**config.mk**
```make
export PLATFORM = sky130hd
export DESIGN_NAME = sat_counter
export DESIGN_NICKNAME = d
export VERILOG_FILES = /design/src/rtl/clk_div_checker_sat_counter.sv
export SDC_FILE = /design/constraint.sdc
export NUM_CORES = 1
export LEC_CHECK = 0
export CORE_MARGIN = 5
export CORE_UTILIZATION = 30
export CTS_CLUSTER_DIAMETER = 200
export DETAILED_ROUTE_END_ITERATION = 12
export PLACE_DENSITY = 0.6
export RECOVER_POWER = 100
export SYNTH_ARGS = -nofsm -noshare
export SYNTH_HDL_FRONTEND = slang
export SYNTH_SLANG_ARGS = --single-unit
```
**constraint.sdc**
```tcl
create_clock -name clk -period 3.54 [get_ports clk]
set_clock_uncertainty 0.1 [all_clocks]
set_input_delay 0.531 -clock clk [delete_from_list [all_inputs] [get_ports clk]]
set_output_delay 0.531 -clock clk [all_outputs]
set_load 0.02 [all_outputs]
```
**src/rtl/clk_div_checker_sat_counter.sv**
```systemverilog
`default_nettype none
// ============================================================================
// Module      : sat_counter
// Description : Width-parameterized up-counter with increment enable,
//               synchronous clear and saturation at all-ones (never wraps).
// Revision    : 1.0 - initial release
// ============================================================================
module sat_counter #(
   parameter int WIDTH = 8
) (
   input  logic             clk,
   input  logic             rst,
   input  logic             i_inc,
   input  logic             i_clr,
   output logic [WIDTH-1:0] o_count
);

   localparam logic [WIDTH-1:0] c_MAX = {WIDTH{1'b1}};
   localparam logic [WIDTH-1:0] c_ONE = {{(WIDTH-1){1'b0}}, 1'b1};

   logic [WIDTH-1:0] r_count;

   // Count enabled increments, holding at the maximum value once reached
   always_ff @(posedge clk) begin
      if (rst || i_clr) begin
         r_count <= '0;
      end else if (i_inc && (r_count != c_MAX)) begin
         r_count <= r_count + c_ONE;
      end
   end

   assign o_count = r_count;

endmodule
`default_nettype wire

```
==> out/metrics.yaml <==
ys_ff_latch: 8
post_drt_via_cell_ratio: 5.382
clk_path_buf_depth: 2
cts_tree: "built"
grt_pass1_vias: 366
fmax_mhz: 490.2
die_area_mm2: 0.002255
clk-insertion-delay-late_ns: 0.26
synthCells: 48
rsz0062_at_grt: "false"
setup_viol: 0
grtUsageTotal_pct: 10.89
root_buffer: "clkbuf_4"
hpwl_um: 760.6
largest_reg_flops: 8
post-route-drc-count: 0
dp.cells: 73
p_leak_nw: 0.2387
cts_setup_buffers: 0
cts_resized: 0
cts_made_buffers: 3
area_growth_pct: 34.72
clk_pin_slew_ns: 0.06
layout_common_cells: "dlygate4sd3_1 (10), dfxtp_1 (8), nand2_1 (7)"
power_density_mw_per_mm2: 308.8
outcome: "finished clean"
holdPathStages: 2
num_rows: 13
fin_crit_sh_pct: 57.63
critPathKind: "flop to output pin"
hp-class: "flop to flop"
layout.cells.non_filler: 76
start_util_pct: 32.00
final_common_cell: "dlygate4sd3_1"
die_h_um: 47.49
routedWlPerCell_um: 13.01
min_to: "o_count[1]"
period_needed_ns: 2.040
synth_area_um2: 421.7
critical-path-slowest-cell: "dlygate4sd3_1"
crit_family: "buffers and inverters"
ys_seq_area_share_pct: 37.98
cts_hold_buffers: 0
yosys.area.top_type: "dfxtp_1"
fillers: 142
wirelength_um: 989
postSynthAreaPerCell_um2: 8.784
firstDrtPassIters: 4
setup_tns_ns: 0
slew_headroom_pct: 68.91
use_met1_pct: 13.32
antenna_cells: 0
ant_nets: 0
reg2reg_depth: 4
use_met2_pct: 14.97
antenna_found_initial: 0
cp.required_ns: 2.91
pin_count: 12
coreArea_mm2: 0.001318
drv_slew: 0
grt-ovfl-total: 0
synth-warning-count: 0
reg2reg_slack_ns: 1.99
top_usage_layer: "met2"
reg2reg_from: "o_count[0]"
clock_sinks: 8
worstMarginPinSlew_ns: 0.4646
path_cells: "dlygate4sd3_1"
gr-usage-met3_pct: 6.767
synth_top_cell_area_share_pct: 37.98
path_buf_inv: 1
nets: 68
die-width_um: 47.49
crit_fanout: 8
grt_max_degree: 9
cts_htree_levels: 1
dp_slack_ns: 1.537
p_total_mw: 0.1754
grt_pass1_wl_um: 1628
setup_ws_ns: 1.500
endpoint_kind: "output pin"
portBuffers: 11
drive_above_1_share_pct: 11.48
synth.distinct_cells: 23
synth_nets: 53
crit_arrival_ns: 1.41
hold_start: "o_count[1]"
hold_viol_final: 0
gp_congestion: 0.7369
num_vias: 409
peakVddDrop_uv: 122.1
critical_path.max_stage_delay_ns: 0.71
synthTopCellsByArea: "dfxtp_1 (38%), mux2i_1 (9.5%), nand2_1 (6.2%)"
start_kind: "flop"
regToRegEndpoint: "o_count[6]"
drt_iter0_drc: 5
max_cap_violations: 0
## tightest hold or removal path, cell delays in order (launching register included)
cell and delay [ns]:
dfxtp_1 0.33, nand2_1 0.06, mux2i_1 0.06
## layer usage
metal	up-vias	routed length, um
met1	186	457
li1	210	-
met4	0	8
met5	-	0
met2	10	457
met3	3	65
## cell usage after synthesis
cell,count
a21boi_0,1
a21boi_2,1
a21oi_1,5
and2_2,1
and3_1,2
and3b_1,2
and4_1,1
and4_2,1
buf_2,1
dfxtp_1,8
ha_1,1
inv_1,1
mux2i_1,4
nand2_1,7
nand3_1,2
nand4_1,2
nor2_1,1
nor4_1,1
o2111ai_1,1
o21ai_0,1
or3_1,2
or3_2,1
or4_1,1
## final cells by class
class | instances | area [um^2] | area share [%]
inverter | 1 | 3.754 | 0.6608
multi-input combinational | 38 | 252.7 | 44.49
timing repair buffer | 11 | 110.1 | 19.38
tap | 15 | 18.77 | 3.304
clock buffer | 3 | 22.52 | 3.965
sequential | 8 | 160.2 | 28.19
## cell families after synthesis
group	synth area share (%)
AO/OA/AOI/OAI	13.65
buffers and inverters	2.075
multiplexers	9.496
AND/OR/NAND/NOR	33.83
flip-flops	37.98
adder cells (fa/ha/maj)	2.967
## through the flow
step,util (%),hold slack [ns],instance area [um^2]
2_1_floorplan,-,0.4540,421.7
3_3_place_gp,41.41,0.3836,545.5
3_5_place_dp,41.41,0.3987,545.5
4_1_cts,43.11,0.4062,568.0
5_1_grt,43.11,0.4356,568.0
6_report,43.11,0.3960,568.0
## power breakdown
group / leakage, nW / internal [mW] / switching, mW
logic: 0.160 / 0.00607 / 0.00588
clock network: 0.0138 / 0.0389 / 0.0328
registers: 0.0646 / 0.0909 / 0.000869
## worst max-delay path by stage
| stage | from | to | slack [ns] | cells after the start |
|---|---|---|---|---|
| after CTS | o_count[7] | o_count[7] | 1.55 | 1 |
| final | o_count[7] | o_count[7] | 1.50 | 1 |
| after global placement | i_inc | o_count[6] | 1.58 | 4 |
| after detailed placement | i_inc | o_count[6] | 1.54 | 4 |
| after floorplan | o_count[0] | o_count[6] | 1.94 | 4 |
| after global routing | o_count[7] | o_count[7] | 1.43 | 1 |
Note: power is estimated with default switching activity, not from simulation.
